--- config.mk ---
export PLATFORM = sky130hd
export DESIGN_NAME = control_sequencer_flat
export DESIGN_NICKNAME = d
export VERILOG_FILES = /design/src/rtl/control_sequencer_if.sv /design/src/rtl/control_sequencer.sv /design/src/flat_wrapper.sv
export SDC_FILE = /design/constraint.sdc
export NUM_CORES = 1
export LEC_CHECK = 0
export BUFFER_PORTS_ARGS = -buffer_cell sky130_fd_sc_hd__buf_2
export CAP_MARGIN = 15
export CORE_ASPECT_RATIO = 1.2
export CORE_UTILIZATION = 50
export DETAILED_ROUTE_END_ITERATION = 12
export PLACE_DENSITY = 0.84
export SYNTH_ARGS = -nofsm -noshare
export SYNTH_HDL_FRONTEND = slang
export SYNTH_SLANG_ARGS = --single-unit
--- constraint.sdc ---
create_clock -name clk -period 3.4 [get_ports clk]
set_input_delay 0.17 -clock clk [delete_from_list [all_inputs] [get_ports clk]]
set_output_delay 0.17 -clock clk [all_outputs]
set_load 0.02 [all_outputs]
--- src/rtl/control_sequencer_if.sv ---
// Control-sequencer bundle: instruction/handshake inputs and every datapath
// strobe. The sequencer uses the master modport and the datapath the slave modport.
interface control_sequencer_if #(
    parameter int BITS = 32
);
    logic [BITS-1:0] IR;
    logic            mem_ready;

    logic PCout, MARin, IncPC, RZin, RZout, PCin, Read, MDRin, MDRout, IRin;
    logic Gra, Grb, Grc, Rout, Rin, RYin, Cout;
    logic ADD, SUB, SHR, SHL, ROR, ROL, AND, OR, NEGATE, NOT;
    logic run, illegal;

    modport master (
        input  IR, mem_ready,
        output PCout, MARin, IncPC, RZin, RZout, PCin, Read, MDRin, MDRout, IRin,
        output Gra, Grb, Grc, Rout, Rin, RYin, Cout,
        output ADD, SUB, SHR, SHL, ROR, ROL, AND, OR, NEGATE, NOT,
        output run, illegal
    );

    modport slave (
        output IR, mem_ready,
        input  PCout, MARin, IncPC, RZin, RZout, PCin, Read, MDRin, MDRout, IRin,
        input  Gra, Grb, Grc, Rout, Rin, RYin, Cout,
        input  ADD, SUB, SHR, SHL, ROR, ROL, AND, OR, NEGATE, NOT,
        input  run, illegal
    );
endinterface

--- src/rtl/control_sequencer.sv ---
// Fetch/decode/execute control sequencer: T0-T5 micro-steps plus HALT,
// all strobes registered from the next state and a latched opcode.
module control_sequencer #(
    parameter int BITS = 32
) (
    input logic               clk,
    input logic               reset,
    control_sequencer_if.master bus
);

    typedef enum logic [2:0] {T0, T1, T2, T3, T4, T5, HALT} state_t;
    typedef enum logic [1:0] {C_RTYPE, C_IMM, C_UNARY, C_OTHER} op_class_t;

    localparam logic [4:0] OP_ADD  = 5'b00011;
    localparam logic [4:0] OP_SUB  = 5'b00100;
    localparam logic [4:0] OP_SHR  = 5'b00101;
    localparam logic [4:0] OP_SHL  = 5'b00110;
    localparam logic [4:0] OP_ROR  = 5'b00111;
    localparam logic [4:0] OP_ROL  = 5'b01000;
    localparam logic [4:0] OP_AND  = 5'b01001;
    localparam logic [4:0] OP_OR   = 5'b01010;
    localparam logic [4:0] OP_ADDI = 5'b01011;
    localparam logic [4:0] OP_ANDI = 5'b01100;
    localparam logic [4:0] OP_ORI  = 5'b01101;
    localparam logic [4:0] OP_NEG  = 5'b10000;
    localparam logic [4:0] OP_NOT  = 5'b10001;
    localparam logic [4:0] OP_NOP  = 5'b11001;
    localparam logic [4:0] OP_HALT = 5'b11010;

    typedef struct packed {
        logic       pc_out;
        logic       mar_in;
        logic       inc_pc;
        logic       rz_in;
        logic       rz_out;
        logic       pc_in;
        logic       read;
        logic       mdr_in;
        logic       mdr_out;
        logic       ir_in;
        logic       gra;
        logic       grb;
        logic       grc;
        logic       r_out;
        logic       r_in;
        logic       ry_in;
        logic       c_out;
        logic       run;
        logic [9:0] alu;  // {NOT, NEGATE, OR, AND, ROL, ROR, SHL, SHR, SUB, ADD}
    } strobes_t;

    function automatic op_class_t op_class(input logic [4:0] op);
        case (op)
            OP_ADD, OP_SUB, OP_SHR, OP_SHL,
            OP_ROR, OP_ROL, OP_AND, OP_OR:  return C_RTYPE;
            OP_ADDI, OP_ANDI, OP_ORI:       return C_IMM;
            OP_NEG, OP_NOT:                 return C_UNARY;
            default:                        return C_OTHER;
        endcase
    endfunction

    function automatic logic [9:0] alu_select(input logic [4:0] op);
        case (op)
            OP_ADD, OP_ADDI: return 10'b00_0000_0001;
            OP_SUB:          return 10'b00_0000_0010;
            OP_SHR:          return 10'b00_0000_0100;
            OP_SHL:          return 10'b00_0000_1000;
            OP_ROR:          return 10'b00_0001_0000;
            OP_ROL:          return 10'b00_0010_0000;
            OP_AND, OP_ANDI: return 10'b00_0100_0000;
            OP_OR, OP_ORI:   return 10'b00_1000_0000;
            OP_NEG:          return 10'b01_0000_0000;
            OP_NOT:          return 10'b10_0000_0000;
            default:         return '0;
        endcase
    endfunction

    // RZout/PCin of the fetch are not decoded here; they are qualified by
    // mem_ready at the output so the PC advances once per fetch.
    function automatic strobes_t decode(input state_t s, input logic [4:0] op);
        strobes_t  o;
        op_class_t c;
        o = '0;
        c = op_class(op);
        case (s)
            T0: begin
                o.pc_out = 1'b1;
                o.mar_in = 1'b1;
                o.inc_pc = 1'b1;
                o.rz_in  = 1'b1;
                o.run    = 1'b1;
            end
            T1: begin
                o.read   = 1'b1;
                o.mdr_in = 1'b1;
                o.run    = 1'b1;
            end
            T2: begin
                o.mdr_out = 1'b1;
                o.ir_in   = 1'b1;
                o.run     = 1'b1;
            end
            T3: begin
                o.run   = 1'b1;
                o.grb   = 1'b1;
                o.r_out = 1'b1;
                if (c == C_UNARY) begin
                    o.alu   = alu_select(op);
                    o.rz_in = 1'b1;
                end else begin
                    o.ry_in = 1'b1;
                end
            end
            T4: begin
                o.run = 1'b1;
                if (c == C_UNARY) begin
                    o.rz_out = 1'b1;
                    o.gra    = 1'b1;
                    o.r_in   = 1'b1;
                end else begin
                    o.alu   = alu_select(op);
                    o.rz_in = 1'b1;
                    if (c == C_RTYPE) begin
                        o.grc   = 1'b1;
                        o.r_out = 1'b1;
                    end else begin
                        o.c_out = 1'b1;
                    end
                end
            end
            T5: begin
                o.rz_out = 1'b1;
                o.gra    = 1'b1;
                o.r_in   = 1'b1;
                o.run    = 1'b1;
            end
            default: o = '0;
        endcase
        return o;
    endfunction

    state_t     state_q, state_d;
    strobes_t   outs_q, outs_d;
    logic [4:0] opcode_q, opcode_d;
    logic       illegal_q, illegal_d;
    logic       fetch_wait_q, fetch_wait_d;
    logic [4:0] ir_op;

    assign ir_op = bus.IR[BITS-1 -: 5];

    always_comb begin
        state_d   = state_q;
        opcode_d  = opcode_q;
        illegal_d = illegal_q;
        case (state_q)
            // T0 with run low is the first cycle after reset: hold so that
            // the following cycle presents T0 with run high.
            T0: state_d = outs_q.run ? T1 : T0;
            T1: if (bus.mem_ready) state_d = T2;
            T2: begin
                opcode_d = ir_op;
                if (ir_op == OP_NOP) begin
                    state_d = T0;
                end else if (ir_op == OP_HALT) begin
                    state_d = HALT;
                end else if (op_class(ir_op) == C_OTHER) begin
                    state_d   = HALT;
                    illegal_d = 1'b1;
                end else begin
                    state_d = T3;
                end
            end
            T3:      state_d = T4;
            T4:      state_d = (op_class(opcode_q) == C_UNARY) ? T0 : T5;
            T5:      state_d = T0;
            HALT:    state_d = HALT;
            default: state_d = T0;
        endcase
        outs_d       = decode(state_d, opcode_d);
        fetch_wait_d = (state_d == T1);
    end

    always_ff @(posedge clk) begin
        if (!reset) begin
            state_q      <= T0;
            outs_q       <= '0;
            opcode_q     <= '0;
            illegal_q    <= 1'b0;
            fetch_wait_q <= 1'b0;
        end else begin
            state_q      <= state_d;
            outs_q       <= outs_d;
            opcode_q     <= opcode_d;
            illegal_q    <= illegal_d;
            fetch_wait_q <= fetch_wait_d;
        end
    end

    assign bus.PCout   = outs_q.pc_out;
    assign bus.MARin   = outs_q.mar_in;
    assign bus.IncPC   = outs_q.inc_pc;
    assign bus.RZin    = outs_q.rz_in;
    assign bus.RZout   = outs_q.rz_out | (fetch_wait_q & bus.mem_ready);
    assign bus.PCin    = outs_q.pc_in  | (fetch_wait_q & bus.mem_ready);
    assign bus.Read    = outs_q.read;
    assign bus.MDRin   = outs_q.mdr_in;
    assign bus.MDRout  = outs_q.mdr_out;
    assign bus.IRin    = outs_q.ir_in;
    assign bus.Gra     = outs_q.gra;
    assign bus.Grb     = outs_q.grb;
    assign bus.Grc     = outs_q.grc;
    assign bus.Rout    = outs_q.r_out;
    assign bus.Rin     = outs_q.r_in;
    assign bus.RYin    = outs_q.ry_in;
    assign bus.Cout    = outs_q.c_out;
    assign bus.ADD     = outs_q.alu[0];
    assign bus.SUB     = outs_q.alu[1];
    assign bus.SHR     = outs_q.alu[2];
    assign bus.SHL     = outs_q.alu[3];
    assign bus.ROR     = outs_q.alu[4];
    assign bus.ROL     = outs_q.alu[5];
    assign bus.AND     = outs_q.alu[6];
    assign bus.OR      = outs_q.alu[7];
    assign bus.NEGATE  = outs_q.alu[8];
    assign bus.NOT     = outs_q.alu[9];
    assign bus.run     = outs_q.run;
    assign bus.illegal = illegal_q;

endmodule
--- src/flat_wrapper.sv ---
// flat-port wrapper written by rule: the top's interface ports become plain ports
module control_sequencer_flat 
#(
    parameter int BITS = 32
)
  (clk, reset, bus_IR, bus_mem_ready, bus_PCout, bus_MARin, bus_IncPC, bus_RZin, bus_RZout, bus_PCin, bus_Read, bus_MDRin, bus_MDRout, bus_IRin, bus_Gra, bus_Grb, bus_Grc, bus_Rout, bus_Rin, bus_RYin, bus_Cout, bus_ADD, bus_SUB, bus_SHR, bus_SHL, bus_ROR, bus_ROL, bus_AND, bus_OR, bus_NEGATE, bus_NOT, bus_run, bus_illegal);
  control_sequencer_if #(.BITS(BITS)) bus_i ();
  input logic clk;
  input logic reset;
  input wire logic [$bits(bus_i.IR)-1:0] bus_IR;
  input wire logic [$bits(bus_i.mem_ready)-1:0] bus_mem_ready;
  output wire logic [$bits(bus_i.PCout)-1:0] bus_PCout;
  output wire logic [$bits(bus_i.MARin)-1:0] bus_MARin;
  output wire logic [$bits(bus_i.IncPC)-1:0] bus_IncPC;
  output wire logic [$bits(bus_i.RZin)-1:0] bus_RZin;
  output wire logic [$bits(bus_i.RZout)-1:0] bus_RZout;
  output wire logic [$bits(bus_i.PCin)-1:0] bus_PCin;
  output wire logic [$bits(bus_i.Read)-1:0] bus_Read;
  output wire logic [$bits(bus_i.MDRin)-1:0] bus_MDRin;
  output wire logic [$bits(bus_i.MDRout)-1:0] bus_MDRout;
  output wire logic [$bits(bus_i.IRin)-1:0] bus_IRin;
  output wire logic [$bits(bus_i.Gra)-1:0] bus_Gra;
  output wire logic [$bits(bus_i.Grb)-1:0] bus_Grb;
  output wire logic [$bits(bus_i.Grc)-1:0] bus_Grc;
  output wire logic [$bits(bus_i.Rout)-1:0] bus_Rout;
  output wire logic [$bits(bus_i.Rin)-1:0] bus_Rin;
  output wire logic [$bits(bus_i.RYin)-1:0] bus_RYin;
  output wire logic [$bits(bus_i.Cout)-1:0] bus_Cout;
  output wire logic [$bits(bus_i.ADD)-1:0] bus_ADD;
  output wire logic [$bits(bus_i.SUB)-1:0] bus_SUB;
  output wire logic [$bits(bus_i.SHR)-1:0] bus_SHR;
  output wire logic [$bits(bus_i.SHL)-1:0] bus_SHL;
  output wire logic [$bits(bus_i.ROR)-1:0] bus_ROR;
  output wire logic [$bits(bus_i.ROL)-1:0] bus_ROL;
  output wire logic [$bits(bus_i.AND)-1:0] bus_AND;
  output wire logic [$bits(bus_i.OR)-1:0] bus_OR;
  output wire logic [$bits(bus_i.NEGATE)-1:0] bus_NEGATE;
  output wire logic [$bits(bus_i.NOT)-1:0] bus_NOT;
  output wire logic [$bits(bus_i.run)-1:0] bus_run;
  output wire logic [$bits(bus_i.illegal)-1:0] bus_illegal;
  assign bus_i.IR = bus_IR;
  assign bus_i.mem_ready = bus_mem_ready;
  assign bus_PCout = bus_i.PCout;
  assign bus_MARin = bus_i.MARin;
  assign bus_IncPC = bus_i.IncPC;
  assign bus_RZin = bus_i.RZin;
  assign bus_RZout = bus_i.RZout;
  assign bus_PCin = bus_i.PCin;
  assign bus_Read = bus_i.Read;
  assign bus_MDRin = bus_i.MDRin;
  assign bus_MDRout = bus_i.MDRout;
  assign bus_IRin = bus_i.IRin;
  assign bus_Gra = bus_i.Gra;
  assign bus_Grb = bus_i.Grb;
  assign bus_Grc = bus_i.Grc;
  assign bus_Rout = bus_i.Rout;
  assign bus_Rin = bus_i.Rin;
  assign bus_RYin = bus_i.RYin;
  assign bus_Cout = bus_i.Cout;
  assign bus_ADD = bus_i.ADD;
  assign bus_SUB = bus_i.SUB;
  assign bus_SHR = bus_i.SHR;
  assign bus_SHL = bus_i.SHL;
  assign bus_ROR = bus_i.ROR;
  assign bus_ROL = bus_i.ROL;
  assign bus_AND = bus_i.AND;
  assign bus_OR = bus_i.OR;
  assign bus_NEGATE = bus_i.NEGATE;
  assign bus_NOT = bus_i.NOT;
  assign bus_run = bus_i.run;
  assign bus_illegal = bus_i.illegal;
  control_sequencer #(.BITS(BITS)) u_core (.clk(clk), .reset(reset), .bus(bus_i));
endmodule
# Word-level counts from Yosys, hierarchy flattened
# Memory sizes are Yosys's and may differ from the RTL's. A register that Yosys moved wholly into a read port is not among the register bits.
# Index checks and enable logic that the tools add are counted.
# Widths: inputs -> output; s select.
[classes] mux=29 n_reduce_logical=7 bitwise_logic=7 n_eq_ne=15
[ops] operator="$mux 10" n=2
[ops] operator="$pmux 10 s2" n=1
[ops] operator="$mux 3" n=6
[ops] operator="$pmux 3 s6" n=1
[ops] operator="$mux 2" n=8
[ops] operator="$eq 3x2->1 const B" n=4
[ops] operator="$eq 3x3->1 const B" n=4
[ops] operator="$eq 5x5->1 const B" n=2
[ops] operator="$mux 5" n=2
[ops] operator="$eq 2x2->1 const B" n=3
[ops] operator="$eq 3x1->1 const B" n=2
[ops] operator="$logic_not 3->1" n=2
[ops] operator="$mux 1" n=6
[ops] operator="$reduce_or 6->1" n=1
[ops] operator="$not 1->1" n=4
[ops] operator="$pmux 1 s2" n=2
[ops] operator="$reduce_and 4->1" n=1
[ops] operator="$pmux 1 s3" n=1
[ops] operator="$reduce_or 3->1" n=1
[ops] operator="$logic_not 2->1" n=1
[ops] operator="$reduce_and 2->1" n=1
[ops] operator="$and 1x1->1" n=1
[ops] operator="$or 1x1->1" n=1
[ops] operator="$or 1x1->1 const A" n=1
[totals] out_inout_bits=29 mem_bits_ro=832 elab_cells=83 register_bits=35 memories=5
[memory_table] memory="(name not given)" words=32 width=10 rd=1 rd_clocked_by_memory_dff=0 wr=0 line_no="control_sequencer.sv:63" rtl="case (op)"
[memory_table] memory="(name not given)" words=32 width=10 rd=1 rd_clocked_by_memory_dff=0 wr=0 line_no="control_sequencer.sv:63"
[memory_table] memory="(name not given)" words=32 width=2 rd=1 rd_clocked_by_memory_dff=0 wr=0 line_no="control_sequencer.sv:53" rtl="case (op)"
[memory_table] memory="(name not given)" words=32 width=2 rd=1 rd_clocked_by_memory_dff=1 wr=0 line_no="control_sequencer.sv:53"
[memory_table] memory="(name not given)" words=32 width=2 rd=1 rd_clocked_by_memory_dff=0 wr=0 line_no="control_sequencer.sv:53"

# Longest topological paths before layout
# Gate-level depths: netlist of run 1.
[logic_depth] depth_word=12 mapped_depth=8

# Worst setup path after synthesis of run 1
# No wires, ideal clock.
[synth_timing] path_kind="register to register" from="register u_core.state_q[0]" to="register u_core.outs_q (netlist bit u_core.bus.Rout)" required_ps=3342 arrival_ps=1928 n_path_buf=1 synth_period_minus_slack_ps=1986 setup_time_ps=58 setup_slack_ps=1414 stages_incl_launch_ff=8 path_cell_list="dfxtp_1 buf_2 nor3b_2 mux2_2 or2_1 xor2_1 nor4_1 or2_1"
[synth_via] elab_chain_len=7 elab_cells_between_ends=17 cone_classes="eq/ne (8); mux (6); reduce/logical (2); memory (1)"
[synth_lines] item="start, declared" line_no="control_sequencer.sv:142" rtl="state_t state_q, state_d;"
[synth_lines] item="start signal, assigned" line_no="control_sequencer.sv:191" rtl="state_q <= state_d;"
[synth_lines] item="$eq 3x2->1" line_no="control_sequencer.sv:155" rtl="case (state_q)"
[synth_lines] item="$mux 5" line_no="control_sequencer.sv:155"
[synth_lines] item="$mem_v2 32x2"
[synth_lines] item="$logic_not 2->1" line_no="control_sequencer.sv:123" rtl="if (c == C_RTYPE) begin"
[synth_lines] item="$mux 2" line_no="control_sequencer.sv:123"
[synth_lines] item="$mux 2" line_no="control_sequencer.sv:116" rtl="if (c == C_UNARY) begin"
[synth_lines] item="$pmux 1 s2 (*)" line_no="control_sequencer.sv:85" rtl="case (s)"
[synth_lines] item="end signal, assigned" line_no="control_sequencer.sv:192" rtl="outs_q <= outs_d;"
[synth_lines] item="end, declared" line_no="control_sequencer.sv:143" rtl="strobes_t outs_q, outs_d;"
# Every way passes the cells marked *; elsewhere a longest branch is shown, timed or not.
# A chain may end at the register's enable or synchronous reset.

# Worst setup path in the final report of run 1
[layout_timing] from="register u_core.state_q[0]" to="register u_core.outs_q (netlist bit u_core.bus.Cout)"
[layout_via] elab_chain_len=5 elab_cells_between_ends=16 cone_classes="eq/ne (7); mux (4); bitwise (1); reduce/logical (3); memory (1)"
[layout_lines] item="$eq 3x2->1, or another cell as far along" line_no="control_sequencer.sv:155"
[layout_lines] item="$mux 5 / $pmux 3 s6 (equally long branches)" line_no="control_sequencer.sv:155"
[layout_lines] item="$mem_v2 32x2 / $eq 3x3->1 (equally long branches)"
[layout_lines] item="$eq 2x2->1, or another cell as far along" line_no="control_sequencer.sv:116"
[layout_lines] item="$reduce_or 3->1 (no line) / $mux 1 (equally long branches)"
# Several ways; a longest one is shown, not always the timed one.

==> results of run 1 <==
worst reg2reg max path: stages, from the launching register on:
cell and delay [ns]:
dfxtp_1 0.41, nor3b_2 0.42, mux2i_1 0.62, nand2b_1 0.27, o21ai_0 0.10, a32o_1 0.25
nor3_1 0.19
worst max-delay path by stage:
stage,from,to,slack (ns),cells after the start
floorplan,u_core.state_q[0],u_core.bus.Rout,1.41,7
global placement,u_core.state_q[0],u_core.bus.AND,1.21,6
detailed placement,u_core.state_q[0],u_core.bus.Cout,1.10,6
CTS,u_core.state_q[0],u_core.bus.AND,1.08,6
global route,u_core.state_q[0],u_core.bus.AND,0.88,6
finish,u_core.state_q[0],u_core.bus.Cout,1.07,6
through the flow:
| stage | worst slack, ns | utilization (%) | cells | power (mW) | hold slack [ns] |
|---|---|---|---|---|---|
| 2_1_floorplan | 1.414 | - | 155 | 0.5362 | 0.3159 |
| 3_3_place_gp | 1.210 | 57.91 | 214 | 0.5613 | 0.4436 |
| 6_report | 1.070 | 60.68 | 222 | 0.8432 | 0.1119 |
| 5_1_grt | 0.8812 | 60.68 | 222 | 0.8733 | 0.1351 |
| 3_5_place_dp | 1.102 | 57.91 | 214 | 0.5673 | 0.4521 |
| 4_1_cts | 1.077 | 60.68 | 222 | 0.8448 | 0.1177 |
power groups by stage:
stage          clock, mW  combinational, mW  sequential (mW)
2_1_floorplan          0              0.116            0.420
3_3_place_gp           0              0.150            0.411
3_5_place_dp           0              0.155            0.413
4_1_cts            0.285              0.155            0.404
5_1_grt            0.298              0.169            0.407
6_report           0.284              0.156            0.404
synthesized netlist by cell type (2+ instances only):
library cell	count	area share, %
dfxtp_1	32	44
nand2_1	18	4.7
nor2_1	8	2.1
mux2i_1	7	4.8
nor2b_1	7	3.0
and2_1	5	2.2
buf_4	5	2.6
inv_1	5	1.3
nor3b_1	5	2.6
nor4_1	5	2.2
a21oi_1	4	1.4
buf_2	4	1.4
nand3_1	4	1.4
nor3_1	4	1.4
and3_1	3	1.3
o21ai_1	3	1.0
a211oi_1	2	1.0
a31oi_1	2	0.86
nand2b_1	2	0.86
o21a_1	2	1.0
or2_1	2	0.86
or3_4	2	1.6
xor2_1	2	1.2
cell type report:
class | instances | area (um^2) | area share [%]
clock buffer | 6 | 41.29 | 2.466
clock inverter | 2 | 35.03 | 2.093
inverter | 6 | 22.52 | 1.345
multi-input combinational | 106 | 711.9 | 42.53
sequential | 32 | 640.6 | 38.27
tap | 34 | 42.54 | 2.541
timing repair buffer | 36 | 180.2 | 10.76
metal layers:
metal	up-vias	global-route usage [%]	wire (um)
li1	601	-	-
met1	548	20.49	1173
met2	43	33.27	1484
met3	13	5.514	151
met4	0	18.65	120
met5	-	0	0
cell families after synthesis:
| kind of cell | share of synthesized area, % |
|---|---|
| simple gates | 28.09 |
| flops | 44.25 |
| compound gates | 13.66 |
| buf+inv | 6.569 |
| mux | 5.618 |
| xor+xnor | 1.815 |
==> impl_metrics.tcl, run 1 <==
set metrics [dict create \
    drt-initial-drc-count 19 \
    nets 222 \
    wl_um 2929 \
    ctsLongestPathBuffers 2 \
    fin_area_um2 1674 \
    p_int_mw 0.6047 \
    rsz0062_at_grt "false" \
    final_common_cell "buf_2" \
    cp_data_arrival_time_ns 2.60 \
    cts_htree_levels 2 \
    most-common-layout-cells "buf_2 (36), dfxtp_1 (32), nand2_1 (18)" \
    synthFlopType "dfxtp_1" \
    antenna_found_initial 0 \
    clock_skew_ns 0.009185 \
    min_path_cells 2 \
    syn_area_um2 1448 \
    grt-ovfl-total 0 \
    tightest_slew_ns 0.6380 \
    ctsHoldBuffers 0 \
    r2r_end "u_core.bus.Cout" \
    power_switching_mw 0.2385 \
    die_w_um 51.12 \
    start_kind "register" \
    drv_slew 0 \
    cts_tree "yes" \
    dpl_cell_area_um2 1598 \
    cpPeakStageDelay_ns 0.62 \
    worstPathMaxFanout 9 \
    postRouteAntennaNets 0 \
    largest_register_ffs 5 \
    syn_nets 190 \
    end_kind "register" \
    pwr-share-seq_pct 47.9 \
    crit-reg2reg-launch "u_core.state_q[0]" \
    p_leak_nw 0.7773 \
    dr.pass1.iters 4 \
    post-route-period-util_pct 68.52 \
    rrSetupSlack_ns 1.07 \
    hold_violations 0 \
    async_flop_share_pct 0 \
    grt_pass1_wl_um 4429 \
    yosys_register_bits 32 \
    min_path_type "input port to register" \
    fin_tns_setup_ns 0 \
    ff2ff_path_depth 6 \
    numCtsBuffers 5 \
    yosysSeqAreaShare_pct 44.25 \
    drive_above_1_share_pct 28.72 \
    place_hpwl_um 2168 \
    clock.fmax_mhz 429.2 \
    via_count 1205 \
    clock-sinks 32 \
    synth_edf_count 0 \
    irDropWorstVdd_mv 0.3388 \
    antennaDiodeCount 0 \
    p_clk_share_pct 33.6 \
    critPathKind "register to register" \
    relSlewSlack_pct 56.25 \
    cp_num_buf_inv 0 \
    min_from "reset" \
    pin_count 64 \
    root_buffer "clkbuf_4" \
    fin_crit_ns 2.330 \
    finalSetupViolCount 0 \
    cts_resized 0 \
    io_buffers 36 \
    slowest_stage "mux2i_1" \
    initial_core_util_pct 52.47 \
    synth.avg_cell_area_um2 9.340 \
    core_um2 2759 \
    p_per_area_nw_per_um2 503.7 \
    wl_per_cell_um 13.19 \
    die_area_um2 3116 \
    sw_frac_of_total_pct 28.28 \
    fillers 240 \
    grt_pass1_vias 1042 \
    drc 0 \
    power_frac_comb_pct 18.5 \
    clock_latency_ns 0.34 \
    required_ns 3.67 \
    yosysWarningCount 0 \
    crit_chain "nor3b_2, mux2i_1, nand2b_1, o21ai_0, a32o_1, nor3_1" \
    track_usage_pct 20.03 \
    top_regs "u_core.opcode_q x5, u_core.state_q x3" \
    clk_pin_slew_ns 0.10 \
    path_delay_family "simple AND/OR/NAND/NOR gates" \
    rows 21 \
    vias_per_cell 5.428 \
    postCtsSetupRepairBufs 0 \
    syn2layout_area_growth_pct 15.64 \
    place_congestion 0.8799 \
    largest_register "u_core.opcode_q" \
    grt_start_max_net_pins 16 \
    ys_types 45 \
    synthCells 155 \
    outcome "completed" \
    die_y_um 60.95 \
    drv_cap 0 \
]
No activity file was read; power rests on OpenSTA's default activity.
==> inputs of run 2 (changes only) <==
- CORE_UTILIZATION: 50 -> 46
- PLACE_DENSITY: 0.84 -> 0.78
- clock period: 3.4 -> 2.15 ns (I/O delays scaled with it)
==> run 2 against run 1 <==
Effect of this change:
- core utilization down 0.25 points
- clock skew up 0.0041 ns
- wire length up 9.1%
- worst hold slack worse by 0.042 ns
- non-clock buffer count up 10
- flip-flop and latch count unchanged
- die area up 8.4%
- critical endpoint is now u_core.bus.Rout
- largest cell class unchanged
==> impl_metrics.tcl, run 2 (same netlist as run 1, synthesis figures left out) <==
set metrics [dict create \
    outcome "completed" \
    tightest_slew_ns 0.4832 \
    cts_htree_levels 2 \
    grt-ovfl-total 0 \
    most-common-layout-cells "buf_2 (36), dfxtp_1 (32), nand2_1 (18)" \
    rows 21 \
    setup_slack_ns 0.1610 \
    die_area_um2 3376 \
    dp_slack_ns 0.1452 \
    die_y_um 63.45 \
    start_kind "register" \
    finalPower_mw 1.277 \
    place_hpwl_um 2399 \
    dp.cells 224 \
    finalSetupViolCount 0 \
    final_common_cell "buf_2" \
    p_clk_share_pct 28.4 \
    die_w_um 53.21 \
    drv_cap 0 \
    end_kind "register" \
    fillers 268 \
    hold_violations 0 \
    pwr-share-seq_pct 49.8 \
    drive_above_1_share_pct 33.84 \
    gr-usage-met3_pct 6.522 \
    track_usage_pct 21.76 \
    power_switching_mw 0.3839 \
    initial_core_util_pct 50.09 \
    required_ns 2.43 \
    clock_skew_ns 0.01329 \
    p_int_mw 0.8933 \
    grt_pass1_vias 1191 \
    antennaDiodeCount 0 \
    cts_tree "yes" \
    relSlewSlack_pct 67.57 \
    via_count 1267 \
    dpl_cell_area_um2 1673 \
    drc 0 \
    grt_use_met1_pct 24.03 \
    p_per_area_nw_per_um2 731.2 \
    min_path_type "input port to register" \
    vias_per_cell 5.461 \
    irDropWorstVdd_mv 0.5373 \
    wl_um 3196 \
    met2_usage_pct 35.00 \
    wl_per_cell_um 13.78 \
    syn2layout_area_growth_pct 20.66 \
    postRouteAntennaNets 0 \
    p_leak_nw 0.8152 \
    holdWs_ns 0.06988 \
    dr.pass1.iters 5 \
    antenna_found_initial 0 \
    rsz0062_at_grt "false" \
    core_um2 2890 \
    numCtsBuffers 5 \
    cp_data_arrival_time_ns 2.27 \
    fin_crit_ns 1.989 \
    grt_pass1_wl_um 5326 \
    clock-sinks 32 \
    largest_register "u_core.opcode_q" \
    io_buffers 36 \
    fin_area_um2 1747 \
    ctsLongestPathBuffers 2 \
    final_util_pct 60.43 \
    root_buffer "clkbuf_4" \
    clock_latency_ns 0.34 \
    largest_register_ffs 5 \
    multiInputGateArea_um2 723.2 \
    place_congestion 0.8528 \
    clk_pin_slew_ns 0.10 \
    clock.fmax_mhz 502.8 \
    grt_start_max_net_pins 16 \
    fin_tns_setup_ns 0 \
    post-route-period-util_pct 92.51 \
    sw_frac_of_total_pct 30.06 \
    seq_area_um2 640.6 \
    busiest_layer "met2" \
    nets 232 \
    critPathKind "register to register" \
    final_cell_count_no_fill 232 \
    worstPathMaxFanout 6 \
    top_regs "u_core.opcode_q x5, u_core.state_q x3" \
    drt-initial-drc-count 40 \
    power_frac_comb_pct 21.8 \
    pin_count 64 \
    drv_slew 0 \
]
run 2: layout make-up:
class | instances | share of cell area, %
clock buffer | 7 | 3.152
clock inverter | 1 | 0.4298
inverter | 6 | 1.289
multi-input combinational | 106 | 41.40
sequential | 32 | 36.68
tap | 34 | 2.436
timing repair buffer | 46 | 14.61
run 2: power by group through the flow:
stage	Sequential (mW)	Combinational (mW)	Clock (mW)
2_1_floorplan	0.664	0.184	0
3_3_place_gp	0.648	0.266	0
3_5_place_dp	0.650	0.272	0
4_1_cts	0.636	0.274	0.371
5_1_grt	0.640	0.305	0.396
6_report	0.636	0.279	0.363
run 2: critical path: stages (launching register included):
cell     delay [ns]
dfxtp_1        0.42
nor3b_2        0.25
mux2_2         0.40
or2_1          0.28
xor2_1         0.16
nor4_1         0.29
or2_1          0.15
run 2: repair_timing:
| action | CTS | global route |
|---|---|---|
| hold buffers | 0 | 0 |
| gates resized for setup | 0 | 3 |
| endpoints found under the hold margin | 0 | 0 |
| endpoints found under the setup margin | 0 | 5 |
| buffers inserted | 0 | 0 |
run 2: worst paths after layout:
kind	start	end	slack, ns	depth (start not counted)
worst min-delay path	reset	register	0.07	2
worst max-delay path	u_core.state_q[1]	u_core.bus.Rout	0.16	6
worst max register to register	u_core.state_q[1]	u_core.bus.Rout	0.16	6
worst min register to register	u_core.bus.illegal	u_core.bus.illegal	0.48	1
run 2: per-layer routing:
layer	wire length, um	vias up	share of wire [%]
met4	108	0	3.4
met2	1625	38	51
met3	143	11	4.5
met5	0	-	0
li1	-	619	-
met1	1318	599	41
==> inputs of run 3 (changes only) <==
- CORE_UTILIZATION: 46 -> 50
- PLACE_DENSITY: 0.78 -> 0.84
- clock period: 2.15 -> 2.42 ns (I/O delays scaled with it)
==> run 3 against run 2 <==
Effect of this change:
- non-clock buffer count shrank 4
- core utilization grew 1.9 points
- first-iteration DRC count grew 23%
- global-route usage shrank 0.41 points
- combinational power shrank 16%
- largest power group unchanged
- largest cell class unchanged
- clock skew shrank 0.0041 ns
==> impl_metrics.tcl, run 3 (same netlist as run 1, synthesis figures left out) <==
set metrics [dict create \
    outcome "completed" \
    most-common-layout-cells "buf_2 (36), dfxtp_1 (32), nand2_1 (18)" \
    postRouteAntennaNets 0 \
    clock.fmax_mhz 443.3 \
    place_congestion 0.8450 \
    die_area_um2 3116 \
    finalPower_mw 1.195 \
    fin_tns_setup_ns 0 \
    die_w_um 51.12 \
    root_buffer "clkbuf_4" \
    largest_register "u_core.opcode_q" \
    cts_tree "yes" \
    clock_skew_ns 0.009217 \
    power_frac_comb_pct 19.6 \
    required_ns 2.65 \
    cp_data_arrival_time_ns 2.49 \
    power_switching_mw 0.3337 \
    p_per_area_nw_per_um2 695.2 \
    fin_crit_ns 2.256 \
    wl_per_cell_um 13.26 \
    grt_start_max_net_pins 16 \
    wl_um 3024 \
    pin_count 64 \
    min_path_type "input port to register" \
    grt_pass1_vias 1136 \
    ctsLongestPathBuffers 2 \
    tightest_slew_ns 0.4619 \
    die_y_um 60.95 \
    nets 228 \
    antenna_found_initial 0 \
    place_hpwl_um 2299 \
    crit-reg2reg-launch "u_core.state_q[1]" \
    drive_above_1_share_pct 30.93 \
    end_kind "register" \
    vias_per_cell 5.355 \
    initial_core_util_pct 52.47 \
    p_leak_nw 0.8053 \
    ctsHoldBuffers 0 \
    grt-ovfl-total 0 \
    cpPeakStageDelay_ns 0.55 \
    final_common_cell "buf_2" \
    drv_slew 0 \
    p_int_mw 0.8615 \
    p_clk_share_pct 33.1 \
    top_regs "u_core.opcode_q x5, u_core.state_q x3" \
    cts_resized 0 \
    pwr-share-seq_pct 47.3 \
    ff2ff_path_depth 6 \
    fillers 242 \
    rsz0062_at_grt "false" \
    slowest_stage "or3b_1" \
    min_path_cells 2 \
    rrSetupSlack_ns 0.16 \
    worstPathMaxFanout 9 \
    crit_chain "or3b_1, mux2i_1, nor2_1, nand2_1, o31a_1, nor4_1" \
    hold_violations 0 \
    final_util_pct 62.31 \
    grt_pass1_wl_um 4850 \
    drt-initial-drc-count 49 \
    postCtsSetupRepairBufs 0 \
    clock_latency_ns 0.33 \
    numCtsBuffers 5 \
    relSlewSlack_pct 69.00 \
    start_kind "register" \
    drc 0 \
    via_count 1221 \
    critPathKind "register to register" \
    track_usage_pct 21.35 \
    sw_frac_of_total_pct 27.92 \
    irDropWorstVdd_mv 0.6993 \
    clk_pin_slew_ns 0.10 \
    rows 21 \
    clock-sinks 32 \
    post-route-period-util_pct 93.23 \
    finalSetupViolCount 0 \
    syn2layout_area_growth_pct 18.76 \
    core_um2 2759 \
    largest_register_ffs 5 \
    dr.pass1.iters 4 \
    antennaDiodeCount 0 \
    min_from "reset" \
    drv_cap 0 \
    r2r_end "u_core.bus.AND" \
    io_buffers 36 \
    cts_htree_levels 2 \
]
## run 3: metal layers
layer	global-route usage, %	part of all wire [%]
met5	0	0
met4	14.29	3.2
met3	4.762	5.0
met2	39.10	51
met1	21.71	41
## run 3: cell type report
type | instances | area, um^2 | area share (%)
multi-input combinational | 106 | 711.9 | 41.41
sequential | 32 | 640.6 | 37.26
timing repair buffer | 42 | 225.2 | 13.10
tap | 34 | 42.54 | 2.475
clock buffer | 6 | 41.29 | 2.402
clock inverter | 2 | 35.03 | 2.038
inverter | 6 | 22.52 | 1.310
## run 3: worst max-delay path, delay by kind of cell, from the launching register on
family	cells	cell delay [ns]
compound gates	1	0.19
flops	1	0.42
mux	1	0.22
simple gates	4	1.32
## run 3: power by group through the flow
stage	logic (mW)	registers, mW	clock network (mW)
after floorplan	0.164	0.590	0
after global placement	0.228	0.575	0
after detailed placement	0.234	0.578	0
after CTS	0.235	0.566	0.400
after global routing	0.256	0.569	0.420
final	0.234	0.565	0.396
## run 3: per-stage QoR
step                      setup slack, ns  instances  hold WS [ns]  area, um^2
after global placement             0.3264        220        0.4027        1643
final                              0.1639        228       0.09038        1719
after global routing              0.04099        228       0.09444        1719
after detailed placement           0.2204        220        0.4199        1643
after floorplan                    0.4339        155        0.2669        1448
after CTS                          0.1750        228       0.07459        1719
## run 3: worst max path at each step
stage / start / end / slack, ns / cells after the start
2_1_floorplan: u_core.state_q[0] / u_core.bus.Rout / 0.43 / 7
3_3_place_gp: u_core.state_q[1] / u_core.bus.ROL / 0.33 / 6
3_5_place_dp: u_core.state_q[1] / u_core.bus.AND / 0.22 / 6
4_1_cts: u_core.state_q[1] / u_core.bus.AND / 0.18 / 6
5_1_grt: u_core.state_q[1] / u_core.bus.Rout / 0.04 / 6
6_report: u_core.state_q[1] / u_core.bus.AND / 0.16 / 6
